File: config.mk
export PLATFORM = sky130hd
export DESIGN_NAME = instruction_controller
export DESIGN_NICKNAME = d
export VERILOG_FILES = /design/src/rtl/cpu_pkg.sv /design/src/rtl/opcode_decoder.sv /design/src/rtl/instruction_controller.sv
export SDC_FILE = /design/constraint.sdc
export NUM_CORES = 1
export LEC_CHECK = 0
export CAP_MARGIN = 20
export CORE_MARGIN = 4
export CORE_UTILIZATION = 35
export DETAILED_ROUTE_END_ITERATION = 8
export GPL_TIMING_DRIVEN = 0
export HOLD_SLACK_MARGIN = 0.1
export PLACE_DENSITY_LB_ADDON = 0.25
export SLEW_MARGIN = 30
export SYNTH_ARGS = -nofsm -noshare
export SYNTH_HDL_FRONTEND = slang
export SYNTH_SLANG_ARGS = --single-unit
File: constraint.sdc
create_clock -name clk -period 1.8 [get_ports clk]
set_clock_uncertainty 0.1 [all_clocks]
set_input_delay 0.27 -clock clk [delete_from_list [all_inputs] [get_ports clk]]
set_output_delay 0.27 -clock clk [all_outputs]
set_load 0.05 [all_outputs]
File: src/rtl/cpu_pkg.sv
// Shared encodings for the 4-bit-opcode CPU: opcodes, controller states
// and accumulator source selects. Used by the controller, datapath and
// memory model.
package cpu_pkg;

  localparam logic [3:0] OP_NOP = 4'b0000;
  localparam logic [3:0] OP_LDA = 4'b0001;
  localparam logic [3:0] OP_ADD = 4'b0010;
  localparam logic [3:0] OP_SUB = 4'b0011;
  localparam logic [3:0] OP_STA = 4'b0100;
  localparam logic [3:0] OP_LDI = 4'b0101;
  localparam logic [3:0] OP_JMP = 4'b0110;
  localparam logic [3:0] OP_JZ  = 4'b0111;
  localparam logic [3:0] OP_OUT = 4'b1110;
  localparam logic [3:0] OP_HLT = 4'b1111;

  typedef enum logic [2:0] {
    ST_FETCH     = 3'd0,
    ST_FETCH_MEM = 3'd1,
    ST_DECODE    = 3'd2,
    ST_EXEC_MEM  = 3'd3,
    ST_HALTED    = 3'd4
  } state_t;

  localparam logic [1:0] ACC_SRC_MEM = 2'b00;
  localparam logic [1:0] ACC_SRC_ALU = 2'b01;
  localparam logic [1:0] ACC_SRC_IMM = 2'b10;

endpackage

File: src/rtl/opcode_decoder.sv
// Pure combinational opcode classification shared by the controller's
// DECODE and EXEC_MEM paths.
module opcode_decoder
  import cpu_pkg::*;
(
  input  logic [3:0] opcode,
  output logic       is_mem,
  output logic       is_store,
  output logic       is_illegal,
  output logic [1:0] acc_src,
  output logic       alu_sub
);

  // Classify the opcode; acc_src/alu_sub describe the eventual accumulator write
  always_comb begin
    is_mem     = 1'b0;
    is_store   = 1'b0;
    is_illegal = 1'b0;
    acc_src    = ACC_SRC_MEM;
    alu_sub    = 1'b0;
    case (opcode)
      OP_LDA: begin
        is_mem  = 1'b1;
        acc_src = ACC_SRC_MEM;
      end
      OP_ADD: begin
        is_mem  = 1'b1;
        acc_src = ACC_SRC_ALU;
      end
      OP_SUB: begin
        is_mem  = 1'b1;
        acc_src = ACC_SRC_ALU;
        alu_sub = 1'b1;
      end
      OP_STA: begin
        is_mem   = 1'b1;
        is_store = 1'b1;
      end
      OP_LDI: acc_src = ACC_SRC_IMM;
      OP_NOP, OP_JMP, OP_JZ, OP_OUT, OP_HLT: ;
      default: is_illegal = 1'b1;
    endcase
  end

endmodule

File: src/rtl/instruction_controller.sv
// Multi-cycle fetch/decode/execute controller. Issues one-cycle datapath
// strobes and a req/ack memory handshake; instruction length depends on
// the opcode and on memory wait states.
module instruction_controller
  import cpu_pkg::*;
(
  input  logic       clk,
  input  logic       reset_controller_n,
  input  logic       run,
  input  logic [3:0] opcode,
  input  logic       zero_flag,
  input  logic       mem_ack,
  output logic       mem_req,
  output logic       mem_we,
  output logic       mar_sel,
  output logic       mar_load,
  output logic       ir_load,
  output logic       pc_inc,
  output logic       pc_load,
  output logic       acc_load,
  output logic       out_load,
  output logic [1:0] acc_src,
  output logic       alu_sub,
  output logic       halted,
  output logic       illegal,
  output logic [2:0] step
);

  state_t     state;
  state_t     state_nxt;
  logic [3:0] op_q;
  logic [3:0] dec_op;
  logic       dec_is_mem;
  logic       dec_is_store;
  logic       dec_is_illegal;
  logic [1:0] dec_acc_src;
  logic       dec_alu_sub;

  // The live opcode is only meaningful in DECODE; EXEC_MEM works from the latched copy
  assign dec_op = (state == ST_DECODE) ? opcode : op_q;
  assign step   = state;

  opcode_decoder u_dec (
    .opcode     (dec_op),
    .is_mem     (dec_is_mem),
    .is_store   (dec_is_store),
    .is_illegal (dec_is_illegal),
    .acc_src    (dec_acc_src),
    .alu_sub    (dec_alu_sub)
  );

  // State register
  always_ff @(posedge clk or negedge reset_controller_n) begin
    if (!reset_controller_n) state <= ST_FETCH;
    else                     state <= state_nxt;
  end

  // Capture the opcode for use after DECODE
  always_ff @(posedge clk or negedge reset_controller_n) begin
    if (!reset_controller_n)     op_q <= OP_NOP;
    else if (state == ST_DECODE) op_q <= opcode;
  end

  // Next-state and Mealy output decode; reset gates everything low at once
  always_comb begin
    state_nxt = state;
    mem_req   = 1'b0;
    mem_we    = 1'b0;
    mar_sel   = 1'b0;
    mar_load  = 1'b0;
    ir_load   = 1'b0;
    pc_inc    = 1'b0;
    pc_load   = 1'b0;
    acc_load  = 1'b0;
    out_load  = 1'b0;
    acc_src   = ACC_SRC_MEM;
    alu_sub   = 1'b0;
    halted    = 1'b0;
    illegal   = 1'b0;
    case (state)
      ST_FETCH: begin
        if (run) begin
          mar_load  = 1'b1;
          state_nxt = ST_FETCH_MEM;
        end
      end
      ST_FETCH_MEM: begin
        mem_req = 1'b1;
        if (mem_ack) begin
          ir_load   = 1'b1;
          pc_inc    = 1'b1;
          state_nxt = ST_DECODE;
        end
      end
      ST_DECODE: begin
        illegal   = dec_is_illegal;
        state_nxt = ST_FETCH;
        if (dec_is_mem) begin
          mar_sel   = 1'b1;
          mar_load  = 1'b1;
          state_nxt = ST_EXEC_MEM;
        end else begin
          case (opcode)
            OP_LDI: begin
              acc_load = 1'b1;
              acc_src  = ACC_SRC_IMM;
            end
            OP_JMP:  pc_load   = 1'b1;
            OP_JZ:   pc_load   = zero_flag;
            OP_OUT:  out_load  = 1'b1;
            OP_HLT:  state_nxt = ST_HALTED;
            default: ;
          endcase
        end
      end
      ST_EXEC_MEM: begin
        mem_req = 1'b1;
        mem_we  = dec_is_store;
        if (mem_ack) begin
          acc_load  = ~dec_is_store;
          acc_src   = dec_is_store ? ACC_SRC_MEM : dec_acc_src;
          alu_sub   = dec_alu_sub;
          state_nxt = ST_FETCH;
        end
      end
      ST_HALTED: halted = 1'b1;
      default:   state_nxt = ST_FETCH;
    endcase
    if (!reset_controller_n) begin
      state_nxt = ST_FETCH;
      mem_req   = 1'b0;
      mem_we    = 1'b0;
      mar_sel   = 1'b0;
      mar_load  = 1'b0;
      ir_load   = 1'b0;
      pc_inc    = 1'b0;
      pc_load   = 1'b0;
      acc_load  = 1'b0;
      out_load  = 1'b0;
      acc_src   = ACC_SRC_MEM;
      alu_sub   = 1'b0;
      halted    = 1'b0;
      illegal   = 1'b0;
    end
  end

endmodule

Yosys cells after proc, flatten, opt, wreduce, memory -nomap -nowiden
Cells that the tools add are included.

Word-level logic and storage cells: 84. Bits in registers: 7. Output and inout port bits: 17.

Reduce and logical (&&, ||, !) cells: 7. Eq/ne operators: 22. Bitwise operators: 1. Multiplexer cells: 52.

Operators with widths (number): $mux W1 (34); $eq A4 B3 Y1 const B (7); $mux W3 (6); $eq A4 B4 Y1 const B (4); $pmux W3 S5 (1); $mux W2 (5); $reduce_or A10 Y1 (1); $ne A3 B3 Y1 const B (3); $eq A4 B2 Y1 const B (2); $pmux W2 S2 (2); $eq A3 B2 Y1 const B (2); $pmux W1 S2 (3); $eq A4 B1 Y1 const B (1); $logic_not A4 Y1 (1); $mux W4 (1); $reduce_and A4 Y1 (1); $reduce_or A2 Y1 (2); $reduce_or A4 Y1 (1); $eq A3 B1 Y1 const B (1); $eq A3 B3 Y1 const B (1); $logic_not A3 Y1 (1); $ne A2 B2 Y1 const B (1); $not A1 Y1 (1).

Depth between registers and ports, before layout
Gate-level depths: netlist of run 1.

Depth in word-level cells: 9. Gate-level depth with buffers: 4. Mapped depth without buffers: 3.

Cells and area by module
A second synthesis of run 1 with hierarchy kept.

Cells, all modules: 70. Area, all modules: 560.5 sq um.

By module, submodules not included: instruction_controller (times used 1, area an instance 499.2 sq um, cells an instance 59); opcode_decoder (times used 1, area an instance 61.3 sq um, cells an instance 11).

Least setup slack after synthesis of run 1
Ideal clock, no wire load.

Path type: register to output. From: reg state[2], in the netlist step[2]. To: out pc_inc. Arrival: 2.562 ns. Path buffers: 1. Cell stages (with the launch flop): 5. Setup slack: -1.132 ns. Cell sequence: dfrtp_1 > nor2b_1 > nand2_1 > nor3b_1 > buf_4.

Word-level cells in the longest chain between the ends: 3.

RTL lines: from (decl) (line instruction_controller.sv:29) `state_t state;`; from (signal assigned) (line instruction_controller.sv:55) `else state <= state_nxt;`; $eq A3 B1 Y1; $mux W1 (2 in series); to (decl) (line instruction_controller.sv:18) `output logic pc_inc,`.

Every way passes these cells.

Worst setup path after layout of run 1
From: reg state[2], in the netlist step[2]. To: out illegal.

Word-level cells in the longest chain between the ends: 7. Elaborated cells on any way between the ends: 16. Those cells by class: eq/ne: 10; mux: 4; reduce/logical: 2.

RTL lines: $eq A3 B2 Y1 * (line instruction_controller.sv:40) `assign dec_op = (state == ST_DECODE) ? opcode : op_q;`; $mux W4 *; via dec_op[1] (line instruction_controller.sv:32) `logic [3:0] dec_op;`; $eq A4 B1 Y1 (tied with other cells) (line opcode_decoder.sv:21) `case (opcode)`; $reduce_or A10 Y1 (no source line) *; $mux W1 * (line opcode_decoder.sv:21); $mux W1 * (line instruction_controller.sv:80) `case (state)`; $mux W1 * (line instruction_controller.sv:129) `if (!reset_controller_n) begin`; to (decl) (line instruction_controller.sv:25) `output logic illegal,`.

The timed path passes the listed nets; every way through them passes the cells marked *.

==> out/results.ini, run 1 <==
[status]
status=finished with violations
violations=setup timing

[worst_setup_path]
endpoint_kind=output pin
cp_common_cell=buf_6
crit_slowest_cell=dfrtp_2
required_ns=1.43
timing.rr.start=step[2]
critical_path_class=flip-flop to output pin
arrival_ns=1.95
crit_path_max_fanout=4
max_stage_delay_ns=0.46
cp_cell_sequence=nor3b_4 > buf_6 > mux2_4 > a2111oi_4 > buf_6
cp-start-kind=flip-flop
cp-startpoint=step[2]

[layout]
fin_cells=129
seq_area_um2=178.9
num-fill-cells=89
nNetsFinal=123
multiInputGateArea_um2=528.0
syn_to_final_growth_pct=127.0
layout-drive-gt1-share_pct=61.95
n_antenna_cell=0
final_core_utilization_pct=83.14

[timing]
maxSlewViolCount=0
setup_viol=13
finalCriticalPeriod_ns=2.323
rsz0062_at_grt=true
tightest_slew_ns=0.4854
fmax_ghz=0.4305
fin_ws_ns=-0.5228
finalCritPeriodShare_pct=129.0
hold_viol=0
hold_slack_ns=0.4555
relSlewSlack_pct=67.77

[detailed_routing]
remaining_drc_errors=0
routedWlPerCell_um=19.70
routed_via_density=5.636
antenna_left=0
vias=727
dr.first_iter.drc_count=10
wirelength_mm=2.541
drtPass1Iterations=4

[die]
initial_core_util_pct=36.63
core_area_um2=1506
die_h_um=47.71
die_area_um2=2276
die_x_um=47.71
rows=14
io_pins=26

[pwr]
p_total_mw=0.7334
p_per_area_nw_per_um2=585.6
max-vdd-ir-drop_v=0.0005228
power.leakage_nw=0.5418

[global_route]
grt.met3_usage_pct=6.015
grt_util_all_layers_pct=21.55
top_usage_layer=met2
grt_first_pass_wirelength_mm=3.291
use_met1_pct=26.17
antenna_found_initial=0
use_met2_pct=35.88
grt_pass1_vias=707
grt.overflow.total=0
grt_max_degree=9

[placement]
hpwl_mm=1.237
port-buffer-count=25
placedCellCount=103
post-place-ws_ns=-1.536
gp_congestion=0.7976

[hold_path]
hold_path.class=input pin to flip-flop
hp-start=reset_controller_n

[clocking]
clk_path_buf_depth=2
cts_sinks=7
htree_levels=1
clk_latency_ns=0.27
cts-buffers-inserted=3
path_clk_slew_ns=0.06
tritoncts=built
clockRootBuffer=clkbuf_4

[synth]
async_reset_ff_share_pct=100.0
yosysMostFrequentCell=dfrtp_1
syn_avg_cell_area_um2=8.900
yosys.area.top_type=dfrtp_1
synth_area_leaders=dfrtp_1 32%, mux2_2 6.1%, nor2b_1 5.7%, nor3b_1 5.4%, nand3b_1 4.1%
netlist_top_cells_count=7 x dfrtp_1, 5 x nand2_1, 5 x nor2b_1
yosysTopAreaCellShare_pct=31.75
synth.distinct_cells=29
synth.net_count=71
ys_warn_count=0
synth_edf_count=0
ys.flop_type=dfrtp_1
syn-instance-count=62
synth_seq_cells=7
netlist_area_um2=551.8
yosysSeqAreaShare_pct=31.75

[flow_run]
drv_cap=0

-- cell usage in the layout (no fill, tap or decap), types with 2 or more instances in the layout --
cell type         n
dfrtp_1           4
nand2_4           2
buf_8             4
nand3b_1          3
nand2_1           3
inv_1             3
clkbuf_4          3
nand4_1           2
dlygate4sd2_1     4
buf_6            14
o21ai_0           2
or3_1             2
nand3_1           2
buf_4            18
nand2b_1          2
dfrtp_2           3
nor2b_1           3
mux2_4            2
mux2_2            2
nor3b_4           3
clkdlybuf4s50_1   5
nor3b_1           2
-- final cells by class --
type                            instances  share of cell area, %
Buffer                                  2                  1.499
Inverter                                4                  1.199
Multi-Input combinational cell         49                  42.16
Clock buffer                            4                  2.098
Tap cell                               16                  1.598
Sequential cell                         7                  14.29
Timing Repair Buffer                   47                  37.16
-- flip-flops by register name, summed over array words and instances, names as in the netlist --
register  cells
op_q          4
step          3
-- worst max-delay path, delay by kind of cell, from the launching register on --
| family | cells | cell delay, ns |
|---|---|---|
| DFF | 1 | 0.46 |
| and+or+nand+nor | 1 | 0.25 |
| AOI/OAI and AO/OA | 1 | 0.31 |
| buffers and inverters | 2 | 0.36 |
| muxes | 1 | 0.31 |
-- stage by stage --
stage	setup TNS (ns)	cell area, um2
after floorplan	-2.542	653.1
after global placement	-15.84	923.4
after detailed placement	-16.18	923.4
after CTS	-3.411	1140
after global routing	-5.073	1252
final	-4.170	1252
-- timing repair --
| item | 4_1_cts | 5_1_grt |
|---|---|---|
| resized for setup | 114 | 24 |
| setup buffers | 14 | 7 |
| pin swaps | 4 | 6 |
| hold endpoints to repair | 7 | 0 |
| hold buffers | 1 | 0 |
| endpoints found under the setup margin | 17 | 14 |
| gates cloned | 1 | 0 |
-- kinds of logic (layout without fill, tap and decap cells) --
logic type	after synthesis	after routing	synth area share, %
AOI/OAI and AO/OA	9	9	11.57
xor gates and xnor gates	1	1	1.588
buffers and inverters	6	57	6.122
DFF	7	7	31.75
muxes	5	5	10.66
and+or+nand+nor	34	34	38.32
-- report_power, final --
| part | switching [mW] | internal (mW) |
|---|---|---|
| clock | 0.0692 | 0.0853 |
| sequential | 0.0560 | 0.197 |
| combinational | 0.169 | 0.158 |
-- metal layers --
| metal | vias to the layer above | share of wire [%] | routed length [um] |
|---|---|---|---|
| li1 | 327 | - | - |
| met1 | 355 | 41 | 1039 |
| met2 | 34 | 49 | 1249 |
| met3 | 11 | 5.7 | 144 |
| met4 | 0 | 4.2 | 107 |
| met5 | - | 0 | 0 |
-- path summary, 6_finish.rpt --
check | to | slack [ns] | depth (start not counted)
worst max-delay path | illegal | -0.52 | 5
worst max register to register | step[0] | 0.01 | 8
worst min-delay path | step[0] | 0.46 | 3
worst min register to register | op_q[3] | 0.52 | 1
min in group asynchronous | op_q[0] | 0.57 | 2
max in group asynchronous | step[1] | 0.71 | 2
(Power assumes the default switching activity.)
==> run 2, diff against run 1 <==
--- a/config.mk
+++ b/config.mk
@@ -7,11 +7,11 @@
 export LEC_CHECK = 0
 export CAP_MARGIN = 20
 export CORE_MARGIN = 4
-export CORE_UTILIZATION = 35
+export CORE_UTILIZATION = 39
 export DETAILED_ROUTE_END_ITERATION = 8
 export GPL_TIMING_DRIVEN = 0
 export HOLD_SLACK_MARGIN = 0.1
-export PLACE_DENSITY_LB_ADDON = 0.25
+export PLACE_DENSITY = 0.82
 export SLEW_MARGIN = 30
 export SYNTH_ARGS = -nofsm -noshare
 export SYNTH_HDL_FRONTEND = slang
==> constraint.sdc (replaced) <==
create_clock -name clk -period 2.6 [get_ports clk]
set_clock_uncertainty 0.1 [all_clocks]
set_input_delay 0.39 -clock clk [delete_from_list [all_inputs] [get_ports clk]]
set_output_delay 0.39 -clock clk [all_outputs]
set_load 0.05 [all_outputs]
==> out/results.ini, run 2 (synthesis gave the netlist of run 1 again) <==
[flow_run]
drv_cap=0  ; unchanged

[global_route]
grt_max_degree=11  ; was 9
grt_first_pass_wirelength_mm=2.835  ; was 3.291 mm
antenna_found_initial=0  ; unchanged
grt_util_all_layers_pct=19.35  ; was 21.55%
grt_pass1_vias=621  ; was 707
grt.overflow.total=0  ; unchanged

[placement]
placedCellCount=102  ; was 103
hpwl_mm=1.198  ; was 1.237 mm
gp_congestion=0.7693  ; was 0.7976
port-buffer-count=25  ; unchanged
post-place-ws_ns=-0.9258  ; was -1.536 ns

[die]
core_area_um2=1318  ; was 1506 um2
rows=13  ; was 14
io_pins=26  ; unchanged
die_h_um=45.62  ; was 47.71 um
die_area_um2=2081  ; was 2276 um2
die_x_um=45.62  ; was 47.71 um
initial_core_util_pct=41.88  ; was 36.63%

[worst_setup_path]
arrival_ns=2.02  ; was 1.95 ns
reg2regPathDepth=3  ; was 8
critical_path_class=flip-flop to output pin  ; unchanged
cp-start-kind=flip-flop  ; unchanged
crit_slowest_cell=dfrtp_2  ; unchanged
max_stage_delay_ns=0.47  ; was 0.46 ns
endpoint_kind=output pin  ; unchanged
crit_path_max_fanout=8  ; was 4
cp_cell_sequence=nand3b_1 > or3_1 > nor2_1 > clkdlybuf4s15_2  ; was nor3b_4 > buf_6 > mux2_4 > a2111oi_4 > buf_6
required_ns=2.11  ; was 1.43 ns

[layout]
seq_area_um2=178.9  ; unchanged
n_antenna_cell=0  ; unchanged
mostFrequentLayoutCell=clkdlybuf4s50_1  ; was buf_4
fin_cells=107  ; was 129
final_cell_mix=12 x clkdlybuf4s50_1, 5 x nand2_1, 5 x nor2b_1, 5 x dlygate4sd2_1  ; was 18 x buf_4, 14 x buf_6, 5 x clkdlybuf4s50_1
nNetsFinal=102  ; was 123
num-fill-cells=122  ; was 89
layout-drive-gt1-share_pct=28.26  ; was 61.95%
largest_register_ffs=4  ; unchanged
syn_to_final_growth_pct=58.28  ; was 127.0%
regMostFlops=op_q  ; unchanged
multiInputGateArea_um2=382.9  ; was 528.0 um2

[timing]
tightest_slew_ns=0.4988  ; was 0.4854 ns
fin_ws_ns=0.08922  ; was -0.5228 ns
finalCritPeriodShare_pct=96.57
setup_viol=0  ; was 13
relSlewSlack_pct=66.65  ; was 67.77%
maxSlewViolCount=0  ; unchanged
hold_viol=0  ; unchanged
rsz0062_at_grt=false  ; was true
finalCriticalPeriod_ns=2.511
fmax_ghz=0.3983

[clocking]
tritoncts=built  ; unchanged
htree_levels=1  ; unchanged
cts-buffers-inserted=3  ; unchanged
clk_path_buf_depth=2  ; unchanged
postCtsSetupBuffers=0  ; was 14
clk_latency_ns=0.26  ; was 0.27 ns
path_clk_slew_ns=0.06  ; about the same
cts_sinks=7  ; unchanged
clockRootBuffer=clkbuf_4  ; unchanged

[detailed_routing]
antenna_left=0  ; unchanged
remaining_drc_errors=0  ; unchanged
drtPass1Iterations=4  ; unchanged
routedWlPerCell_um=15.70  ; was 19.70 um
wirelength_mm=1.680  ; was 2.541 mm
vias=599  ; was 727
dr.first_iter.drc_count=4  ; was 10
routed_via_density=5.598  ; was 5.636

[pwr]
max-vdd-ir-drop_v=0.0002836  ; was 0.0005228 V
p_per_area_nw_per_um2=477.5  ; was 585.6 nW/um2
power.leakage_nw=0.3671  ; was 0.5418 nW

[hold_path]
hold_depth=1  ; was 3
hold_path.class=flip-flop to flip-flop  ; was input pin to flip-flop

[status]
status=completed  ; was finished with violations

==> run 2: changes by cell type in the layout (fill, tap and decap cells not counted), moves of 4 or more <==
cell / previous run / this run
buf_4: 18 / 1
buf_6: 14 / 2
buf_8: 4 / 0
clkdlybuf4s50_1: 5 / 12
==> run 2: worst paths after layout <==
check,start,endpoint,slack (ns)
max,step[2],acc_src[0],0.09
min,op_q[3],op_q[3],0.44
max reg2reg,step[0],op_q[3],1.14
min reg2reg,op_q[3],op_q[3],0.44
max in group asynchronous,reset_controller_n,step[0],1.44
min in group asynchronous,reset_controller_n,op_q[0],0.66
==> run 2: power breakdown <==
group | switching (mW) | internal (mW) | total [mW] | leakage (nW)
Sequential | 0.0283 | 0.136 | 0.165 | 0.0844
Combinational | 0.0783 | 0.0690 | 0.147 | 0.268
Clock | 0.0462 | 0.0589 | 0.105 | 0.0150
Total | 0.153 | 0.264 | 0.417 | 0.367
==> run 2: area by class of cell <==
class | count | area share, %
multi-input cells | 49 | 43.84
repair buffers | 26 | 26.65
flip-flops and latches | 7 | 20.49
clock buffers | 4 | 3.009
plain buffers | 2 | 2.149
well taps | 15 | 2.149
inverters | 4 | 1.719
==> run 2: stage by stage <==
stage	utilization [%]	total power, mW	area [um2]	setup TNS [ns]	hold WS, ns
2_1_floorplan	-	0.2616	589.3	0	-0.005591
6_report	66.29	0.4171	873.3	0	0.4358
3_5_place_dp	65.15	0.3133	858.3	-7.591	0.4276
3_3_place_gp	65.15	0.3098	858.3	-7.281	0.4382
4_1_cts	67.62	0.4200	890.9	0	0.4388
5_1_grt	66.29	0.4463	873.3	0	0.4516
==> run 2: timing repair <==
| item | CTS | global route |
|---|---|---|
| endpoints found under the setup margin | 14 | 6 |
| resized for setup | 27 | 11 |
| hold endpoints to repair | 7 | 0 |
| pin swaps | 0 | 1 |
| hold buffers | 1 | 0 |
==> run 2: metal layers <==
metal / wire length, um / up-vias / global-route usage (%)
li1: - / 289 / -
met2: 776 / 35 / 30.92
met3: 174 / 2 / 7.510
met1: 717 / 273 / 23.26
met5: 0 / - / 0
met4: 12 / 0 / 7.018
==> run 2: worst max-delay path, delay by kind of cell (launching register included) <==
family	cells	cell delay, ns
buf+inv	1	0.38
simple gates	3	0.91
flops	1	0.47
==> RTL change (flow settings as in run 2) <==
Make the reset (`reset_controller_n`) synchronous in 2 clocked blocks.
--- a/src/rtl/instruction_controller.sv
+++ b/src/rtl/instruction_controller.sv
@@ -51,5 +51,5 @@
 
   // State register
-  always_ff @(posedge clk or negedge reset_controller_n) begin
+  always_ff @(posedge clk) begin
     if (!reset_controller_n) state <= ST_FETCH;
     else                     state <= state_nxt;
@@ -57,5 +57,5 @@
 
   // Capture the opcode for use after DECODE
-  always_ff @(posedge clk or negedge reset_controller_n) begin
+  always_ff @(posedge clk) begin
     if (!reset_controller_n)     op_q <= OP_NOP;
     else if (state == ST_DECODE) op_q <= opcode;
Behaviour: differs if reset_controller_n is asserted again (counterexample within 4 cycles, from zero or initial values and one cycle with reset_controller_n low); with reset_controller_n held inactive, the same outputs for 10 cycles.
==> RTL change against run 2 <==
  * Sequential share of layout area decreased by 4.4 points
  * Global-route usage decreased by 1.8 points
  * First-iteration DRC count increased to 6.5 times the old value
  * Synthesized cell count increased by 19%
  * Synthesized area increased by 4.3%
  * Final cell count increased by 8.4%
  * Setup slack got worse by 21 ps
  * Design area increased by 2.7%
  * Total power decreased by 6.0%
  * Wire length increased by 2.5%
  * Critical endpoint is now mem_we
  * Highest routed layer is now met3
  * Sequential cell count unchanged
  * Die area increased by 3.5%
  * Largest cell class unchanged
  * Maximum frequency decreased by 0.84%
==> RTL change: results (changes against run 2) <==
* TritonCTS Buffers at 3 (unchanged)
* Unique masters post-synth at 29 (unchanged)
* Worst reg2reg startpoint: step[2] (was step[0])
* Total GRT Usage at 0.1755 (was 0.1935)
* Biggest register: op_q (unchanged)
* Max reg flops at 4 (unchanged)
* Mapped Avg Cell Area at 7.778 sq um (was 8.900 sq um)
* Top_reg_cell synth: dfxtp_1 (was dfrtp_1)
* Seq/Total Area, Yosys at 0.2435 (was 0.3175)
* Post-CTS Resized at 48 (was 27)
* Total wire length at 1722 um (was 1680 um)
* Worst Hold Class: flop to flop (unchanged)
* Worst skew pair latency at 260 ps (about the same)
* Hold Startpoint: step[1] (was op_q[3])
* Status: completed (unchanged)
* Yosys warnings at 0 (unchanged)
* Rel. slew slack at 0.6538 (was 0.6665)
* HPWL after detailed placement at 1269 um (was 1198 um)
* Vias in the first global route at 627 (was 621)
* Initial antenna violation count at 0 (unchanged)
* Count of buffers from port buffering at 23 (was 25)
* Peak VDD IR at 0.2167 mV (was 0.2836 mV)
* Antenna Cells at 0 (unchanged)
* First-pass GRT wire length at 2829 um (was 2835 um)
* Crit path arrival time at 2040 ps (was 2020 ps)
* Leak pwr at 0.3348 nW (was 0.3671 nW)
* Async set-or-reset flop fraction in the synthesized netlist at 0 (was 1.000)
* CTS root buf: clkbuf_4 (unchanged)
* Synth Area in Compound Gates at 0.1717 (was 0.1156)
* 1st-pass router iterations at 6 (was 4)
* Top post-synthesis cells by count: nor2_1 (8), dfxtp_1 (7), a21oi_1 (6), nor3_1 (6), mux2i_1 (5) (was dfrtp_1 (7), nand2_1 (5), nor2b_1 (5))
* Crit Path Max Fanout at 9 (was 8)
* Critical Path Source: step[1] (was step[2])
* Pre-CTS setup slack at -510.5 ps (was -925.8 ps)
* Synth Area in XOR/XNOR at 0 (was 0.01587)
* Routed wire per std cell at 14.84 um (was 15.70 um)
* Synth Area in Adders at 0 (unchanged)
* Family with the most delay on the worst path: simple AND/OR/NAND/NOR gates (unchanged)
* Clock Pin Slew Worst Setup and Hold Paths at 60 ps (about the same)
* Synth top area cells: dfxtp_1 (24%), mux2i_1 (8.7%), buf_6 (5.9%) (was dfrtp_1 (32%), mux2_2 (6.1%), nor2b_1 (5.7%))
* Routability Congestion at 0.7667 (was 0.7693)
* Layout cells sized above 1 at 0.3663 (was 0.2826)
* Nets at 111 (was 102)
* Number of H-tree levels at 1 (unchanged)
* Worst path max stage delay at 340 ps (was 470 ps)
* Post-Syn Nets at 83 (was 71)
* Fillers at 132 (was 122)
* Slowest CP cell: or3b_1 (was dfrtp_2)
* Post-CTS setup buffer count at 0 (unchanged)
* Number of vias in the routed layout at 662 (was 599)
* Clk buf depth at 2 (unchanged)
* Largest net degree at the start of global routing at 11 (unchanged)
* Multiplexer share of the synthesized area at 0.08696 (was 0.1066)
* Initial drt markers at 26 (was 4)
[RTL change: cell types whose count changed in the layout (fill, tap and decap cells not counted), moves of 4 or more]
cell	run 2	this run
nor2b_1	5	1
mux2i_1	1	5
dfrtp_1	4	0
a21oi_1	2	6
nor2_1	2	8
dfxtp_1	0	4
[RTL change: cells by family after synthesis]
family,after synthesis
and+or+nand+nor,35
AOI/OAI and AO/OA,15
buffers and inverters,12
DFF,7
muxes,5
[RTL change: area by class of cell]
type,instances,area [sq um],area share
tap,15,18.77,0.02092
clock buffer,4,26.28,0.02929
sequential,7,143.9,0.1604
inverter,4,15.01,0.01674
buffer,8,61.31,0.06834
timing repair buffer,23,201.4,0.2245
multi-input combinational,55,430.4,0.4798
[RTL change: layer usage]
metal | vias up | GRT usage | routed length [um]
met1 | 311 | 0.2373 | 776
li1 | 323 | - | -
met2 | 28 | 0.2912 | 826
met5 | - | 0 | 0
met3 | 0 | 0.01563 | 120
met4 | 0 | 0.05114 | 0
[RTL change: metrics by stage]
stage                     area [sq um]  setup TNS [ps]
after floorplan                  634.4          -412.1
after global placement           883.3           -4266
after detailed placement         883.3           -4501
after CTS                        897.1               0
after global routing             897.1               0
final                            897.1               0
[RTL change: path summary, 6_finish.rpt]
path                   to  cells past startpoint  slack, ps
setup / recovery   mem_we                      6         70
hold / removal    step[0]                      2        470
setup reg to reg  op_q[1]                      5       1090
hold reg to reg   step[0]                      2        470
[RTL change: tightest hold or removal path: cells and delay by family, from the launching register on]
kind	cells	cell delay (ps)
buf+inv	1	130
compound gates	1	60
flops	1	330
[RTL change: where the power goes]
| part | switching (W) | internal [W] |
|---|---|---|
| Clock | 0.0000449 | 0.0000589 |
| Sequential | 0.00000833 | 0.000117 |
| Combinational | 0.0000992 | 0.0000639 |
